--- src/rtl/serial_add_ctrl.sv ---
// rtl/serial_add_ctrl.sv - bit-serial adder controller time-sharing a single full-adder cell
// IDLE -> RUN (WIDTH edges, LSB first) -> DONE (one-cycle result pulse)

module serial_add_fa (
   input  logic a,
   input  logic b,
   input  logic ci,
   output logic s,
   output logic co
);
   assign s  = a ^ b ^ ci;
   assign co = (a & b) | (ci & (a ^ b));
endmodule

module serial_add_ctrl #(
   parameter int WIDTH = 8
) (
   input  logic             clk,
   input  logic             rst,
   input  logic             start,
   input  logic [WIDTH-1:0] a,
   input  logic [WIDTH-1:0] b,
   input  logic             cin,
   output logic             busy,
   output logic             done,
   output logic [WIDTH-1:0] sum,
   output logic             cout
);
   localparam int            CW   = $clog2(WIDTH + 1);
   localparam logic [CW-1:0] LAST = CW'(WIDTH - 1);

   typedef enum logic [1:0] {IDLE, RUN, DONE} state_t;

   state_t           state;
   state_t           state_nx;
   logic [WIDTH-1:0] a_sh;
   logic [WIDTH-1:0] b_sh;
   logic [WIDTH-1:0] res;
   logic             carry;
   logic [CW-1:0]    cnt;
   logic             fa_s;
   logic             fa_co;
   logic             accept;
   logic             last;

   serial_add_fa fa (
      .a  (a_sh[0]),
      .b  (b_sh[0]),
      .ci (carry),
      .s  (fa_s),
      .co (fa_co)
   );

   // start is only honoured outside RUN, so an in-flight addition is never disturbed
   assign accept = start && (state != RUN);
   assign last   = (state == RUN) && (cnt == LAST);

   always_ff @(posedge clk) begin
      if (rst) begin
         state <= IDLE;
      end else begin
         state <= state_nx;
      end
   end

   always_comb begin
      state_nx = state;
      busy     = 1'b0;
      done     = 1'b0;
      case (state)
         IDLE: begin
            if (start) state_nx = RUN;
         end
         RUN: begin
            busy = 1'b1;
            if (cnt == LAST) state_nx = DONE;
         end
         DONE: begin
            done     = 1'b1;
            state_nx = start ? RUN : IDLE;
         end
         default: state_nx = IDLE;
      endcase
   end

   always_ff @(posedge clk) begin
      if (rst) begin
         a_sh  <= '0;
         b_sh  <= '0;
         res   <= '0;
         carry <= 1'b0;
         cnt   <= '0;
         sum   <= '0;
         cout  <= 1'b0;
      end else if (accept) begin
         a_sh  <= a;
         b_sh  <= b;
         carry <= cin;
         cnt   <= '0;
      end else if (state == RUN) begin
         a_sh  <= a_sh >> 1;
         b_sh  <= b_sh >> 1;
         carry <= fa_co;
         cnt   <= cnt + CW'(1);
         res   <= {fa_s, res[WIDTH-1:1]};
         // the final bit has not landed in res yet, so assemble it on the way into sum
         if (last) begin
            sum  <= {fa_s, res[WIDTH-1:1]};
            cout <= fa_co;
         end
      end
   end
endmodule

--- config.mk ---
export PLATFORM = sky130hd
export DESIGN_NAME = serial_add_ctrl
export DESIGN_NICKNAME = d
export VERILOG_FILES = /design/src/rtl/serial_add_ctrl.sv
export SDC_FILE = /design/constraint.sdc
export NUM_CORES = 1
export LEC_CHECK = 0
export BUFFER_PORTS_ARGS = -buffer_cell sky130_fd_sc_hd__buf_4
export CORE_MARGIN = 2
export CORE_UTILIZATION = 60
export CTS_BUF_LIST = sky130_fd_sc_hd__clkbuf_4 sky130_fd_sc_hd__clkbuf_8
export DETAILED_ROUTE_END_ITERATION = 16
export GPL_ROUTABILITY_DRIVEN = 0
export GPL_TIMING_DRIVEN = 0
export PLACE_DENSITY = 0.95
export RECOVER_POWER = 25
export REMOVE_ABC_BUFFERS = 1
export SYNTH_ARGS = -nofsm -noshare
export SYNTH_HDL_FRONTEND = slang
export SYNTH_SLANG_ARGS = --single-unit
--- constraint.sdc ---
create_clock -name clk -period 1.85 [get_ports clk]
set_input_delay 0.0925 -clock clk [delete_from_list [all_inputs] [get_ports clk]]
set_output_delay 0.0925 -clock clk [all_outputs]
set_load 0.01 [all_outputs]
; Yosys cells after proc, flatten, opt, wreduce, memory -nomap -nowiden
; Index checks and enable logic that the tools add are counted.
[classes]
n_addsub = 1
n_mul = 0
div_mod_pow = 0
order_cmp = 0
n_eq_ne = 6
shift = 0
n_mux = 12
bitwise_logic = 6
n_reduce_logical = 8
[op_table]
columns = operator, n
row1 = 8-bit 2-to-1 mux, 4
row2 = 2-bit one-hot mux with 3 select lines, 1
row3 = 1-bit 2-to-1 mux, 5
row4 = 4-bit by 1-bit adder with 4-bit output (second input constant), 1
row5 = 4-bit by 3-bit equality test with 1-bit output (second input constant), 1
row6 = 2-bit 2-to-1 mux, 2
row7 = 2-bit != test (second input constant), 2
row8 = 2-bit AND reduction, 2
row9 = 3-bit AND reduction, 1
row10 = 1-bit AND, 2
row11 = 2-bit by 1-bit equality test with 1-bit output (second input constant), 1
row12 = 2-bit equality test (second input constant), 1
row13 = 1-bit logical AND, 2
row14 = 2-bit zero test, 1
row15 = 2-bit by 1-bit != test with 1-bit output (second input constant), 1
row16 = 2-bit nonzero test, 1
row17 = 2-bit OR reduction, 1
row18 = 1-bit XOR, 2
row19 = 1-bit inverter, 1
row20 = 1-bit OR, 1
[word_totals]
register_bits = 40
latchBits = 0
ramBits = 0
mem_bits_ro = 0
out_inout_bits = 11
n_memories = 0

; Longest topological paths before layout
[depth]
depth_word = 5
ltp_mapped = 6
depth_no_buf = 4

; Hierarchy
; From an unflattened synthesis, not the netlist that was laid out.
[hier_totals]
hier_cells = 174
hier_area_um2 = 1672.9
[modules_own_cells]
columns = module, instances, cells_per_inst, area_each_um2
row1 = serial_add_ctrl, 1, 173, 1652.8
row2 = serial_add_fa, 1, 1, 20.0

; Worst setup path after synthesis
; OpenSTA, ideal clock, no wires.
[synth_path]
kind = register -> register
from = register cnt[0]
to = register cout
arrival_time_ns = 1.130
slack_ns = 0.648
stages_incl_launch_ff = 5
period_less_slack_ns = 1.202
path_cell_list = dfxtp_1 ha_1 nand3b_1 nor2_4 mux2i_1
[synth_via]
elab_chain_cells = 3
[synth_rtl]
columns = element, line
row1 = from (decl), 40  ; logic [CW-1:0] cnt;
row2 = from (signal assigned), 104  ; cnt <= cnt + CW'(1);
row3 = 4-bit by 3-bit equality test with 1-bit output, 56  ; assign last = (state == RUN) && (cnt == LAST);
row4 = 1-bit logical AND, 56
row5 = 3-bit AND reduction (no line), --
row6 = to (signal assigned), 109  ; cout <= fa_co;
row7 = to (decl), 27  ; output logic cout
; Every way passes these cells.
; A chain may end at the register's enable or synchronous reset.

; Worst setup path after layout
[layout_path]
from = register state[1]
to = output port busy
[layout_via]
elab_chain_cells = 2
[layout_rtl]
columns = element, line
row1 = from (decl), 34  ; state_t state;
row2 = from (signal assigned), 62  ; state <= state_nx;
row3 = 2-bit by 1-bit equality test with 1-bit output, 70  ; case (state)
row4 = 1-bit 2-to-1 mux, 70
row5 = to (decl), 24  ; output logic busy,
; Every way passes these cells.

==> flow_summary.rst <==
.. list-table::
   :header-rows: 1

   * - Metric
     - Value
   * - Design Power
     - 1.55 mW
   * - Distinct cell type count after synthesis
     - 23
   * - FMAX
     - 645 MHz
   * - Unrepaired setup endpoints after global routing
     - no
   * - Global-route usage over all layers
     - 0.211
   * - Power density over the cells
     - 796 nW/µm²
   * - Most frequent cells in the layout
     - dfxtp_1, mux2i_1, buf_4, nand2b_1, nor2_1
   * - CP Capture Type
     - primary output
   * - Critical-path maximum fanout
     - 27
   * - Count of placed standard cells including taps
     - 223
   * - Min Hold Slack
     - roughly 0.043 ns
   * - Post-synthesis mux area share
     - 0.165
   * - Insertion delay of the later-clocked pin in the worst-skew pair
     - around 0.34 ns
   * - Initial antenna violation count
     - 0
   * - Post-synthesis sequential area ratio
     - 0.467
   * - Synth Area in Adders
     - 0.0194
   * - Max-Slew Margin vs Limit
     - 0.726
   * - Arr. time, crit path
     - 1.46 ns
   * - Detailed-route vias per instance
     - 5.47
   * - Wire length of the first global-routing pass
     - 5.26 mm
   * - Post-synthesis instance total
     - roughly 170
   * - Row cnt
     - 19
   * - Horiz. Die Dim
     - between 50 and 60 µm
   * - Vias
     - 1274
   * - IO Count
     - 31
   * - Dpl cell area
     - ~1900 µm²
   * - Port Buf Inserts
     - 30
   * - Fillers
     - 225
   * - Clock skew after layout
     - 0.00738 ns
   * - Die Y-Extent
     - 56.8 µm
   * - Final setup violating endpoints
     - 0
   * - Detailed Route Iter0 Violations
     - 36
   * - Static Leakage
     - 0.762 nW
   * - Maximum number of pins on one net before global-route repair
     - 49
   * - Startpoint types
     - register
   * - Most area-consuming cells after synthesis
     - dfxtp_1, mux2i_1, nand2b_1
   * - Combined flip-flop and latch cell area
     - 781 µm²
   * - Wire length per cell after detailed routing
     - 13.1 µm
   * - Yosys Warn Count
     - 0
   * - Number of register bits inferred by synthesis
     - 39
   * - Leading area contributor after synthesis
     - dfxtp_1
   * - Final critical path time including I/O delays and setup
     - 1.55 ns
   * - Layout overhead on the synthesized area
     - 16.8%
   * - Reg2reg start
     - state[1]
   * - Share of the clock period used by the worst path after layout
     - 0.838
   * - Dominant combinational cell family by area after synthesis
     - simple AND/OR/NAND/NOR gates
   * - Detailed placement HPWL
     - 2.05 mm
   * - Leftover overflow at the end of global routing
     - 0
   * - Final ANT Viol Nets
     - 0
   * - Root buffer selected by CTS
     - clkbuf_4
   * - Share of post-route cells with drive strength above 1
     - 0.183
   * - Maximum vdd drop
     - 0.742 mV
   * - Simple-gate share of the synthesized area
     - 0.195
   * - Initial Utilization
     - 0.617
   * - Die area
     - 3230 µm²
   * - Cell area after layout
     - 1950 µm²
   * - Area of combinational cells with multiple inputs
     - 828 µm²
   * - Standard cell core area
     - 2710 µm²
   * - Hold Violations, Final
     - 0
   * - Transition at the pin with the smallest max-transition slack
     - 0.411 ns
   * - Setup crit start
     - state[1]
   * - Post-Synth XOR/XNOR Area
     - 0
   * - Number of max-capacitance violations reported
     - 0
   * - Hold-fix buffers at CTS
     - 0
   * - Path type of the worst min-delay path
     - in -> reg
   * - Required time of the critical path
     - around 1.8 ns
   * - Final Instance Count excl. Fillers
     - 233
   * - Number of global-route vias before repair
     - 1205
   * - Clk slew on worst S/H paths
     - 0.11 ns
   * - Number of max-slew violations in the final report
     - 0
   * - Post-synth design cell area
     - 1670 µm²
   * - Share of the synthesized area in compound gates (AO/OA/AOI/OAI)
     - 0.111
   * - Status
     - complete, no violations
   * - Maximum buffer depth of the clock tree
     - 2
   * - Number of sinks on the clock net
     - 39
   * - Number of detailed-routing iterations run before antenna repair
     - 4
   * - Average cell area after synthesis
     - 9.61 µm²
   * - Startpoint of the tightest hold check path
     - b[7]
   * - Flop-to-flop setup slack
     - 0.33 ns
   * - Routed Wire Length
     - 3.05 mm
   * - CTS tree
     - done
   * - Final nets
     - 224
   * - Area share of the leading cell type in the synthesized netlist
     - 0.467
   * - Maximum level of the CTS H-tree
     - 2
   * - Critical path type
     - reg -> out
   * - Cts bufs inserted
     - 5
   * - Most common library cell in the layout ignoring fill and taps
     - dfxtp_1
   * - Number of DRC violations after detailed routing
     - 0
   * - Antenna fix cells
     - 0
[final timing paths]
| check | endpoint | cells after the start |
|---|---|---|
| setup / recovery | busy | 4 |
| hold / removal | b_sh[7] | 3 |
| setup reg to reg | cnt[2] | 6 |
| hold reg to reg | res[1] | 2 |
[layout make-up]
cell class	count	share of cell area
inverter	1	0.00384
sequential	39	0.400
clock inverter	1	0.00256
multi-input combinational	121	0.424
tap	31	0.0199
timing repair buffer	34	0.124
clock buffer	6	0.0263
[synth_stat cells (all sizes together)]
master,instances
a211oi,16
a21oi,11
a31oi,1
buf,6
clkbuf,7
dfxtp,39
fa,1
ha,1
inv,1
mux2,1
mux2i,26
nand2,15
nand2b,20
nand3,2
nand3b,4
nor2,17
nor2b,2
nor3,3
or3,1
[kinds of logic (layout without fill, tap and decap cells)]
logic type | after synthesis | count (layout)
and+or+nand+nor | 64 | 64
DFF | 39 | 39
AOI/OAI and AO/OA | 28 | 28
muxes | 27 | 27
buffers and inverters | 14 | 42
adders and majority gates | 2 | 2
[per-stage QoR]
stage | worst slack, ns | TNS (ns) | utilization
after floorplan | -0.275 | -2.49 | -
after global placement | -0.674 | -10.21 | 0.690
after detailed placement | -0.149 | -0.286 | 0.700
after CTS | 0.0513 | 0 | 0.725
after global routing | 0.196 | 0 | 0.721
final | 0.299 | 0 | 0.721
[power breakdown]
part           switching [mW]  internal (mW)
logic                   0.102          0.106
registers              0.0274          0.881
clock network           0.263          0.176
total                   0.392           1.16
[worst max-delay path, cell delays in order, from the launching register on]
cell,delay (ns)
dfxtp_1,0.36
nand2b_4,0.28
buf_16,0.20
clkinvlp_4,0.12
buf_4,0.15
[what timing repair did]
action | in CTS | in global routing
resized for setup | 3 | 0
pin swaps | 0 | 0
setup endpoints to repair | 13 | 1
setup buffers | 0 | 3
endpoints found under the hold margin | 0 | 0
[metal layers]
metal / share of wire / up-vias / routed length [µm] / GRT usage
met1: 0.43 / 581 / 1310 / 0.248
met5: 0 / - / 0 / 0
met2: 0.50 / 32 / 1520 / 0.352
met4: 0.018 / 0 / 54 / 0.0764
li1: - / 653 / - / -
met3: 0.054 / 8 / 166 / 0.0760
[flip-flops by register name, summed over array words and instances (netlist names)]
name	flops
a_sh	8
b_sh	8
sum	8
res	7
cnt	4
state	2
carry	1
cout	1
Note: power is estimated with default switching activity, not from simulation.
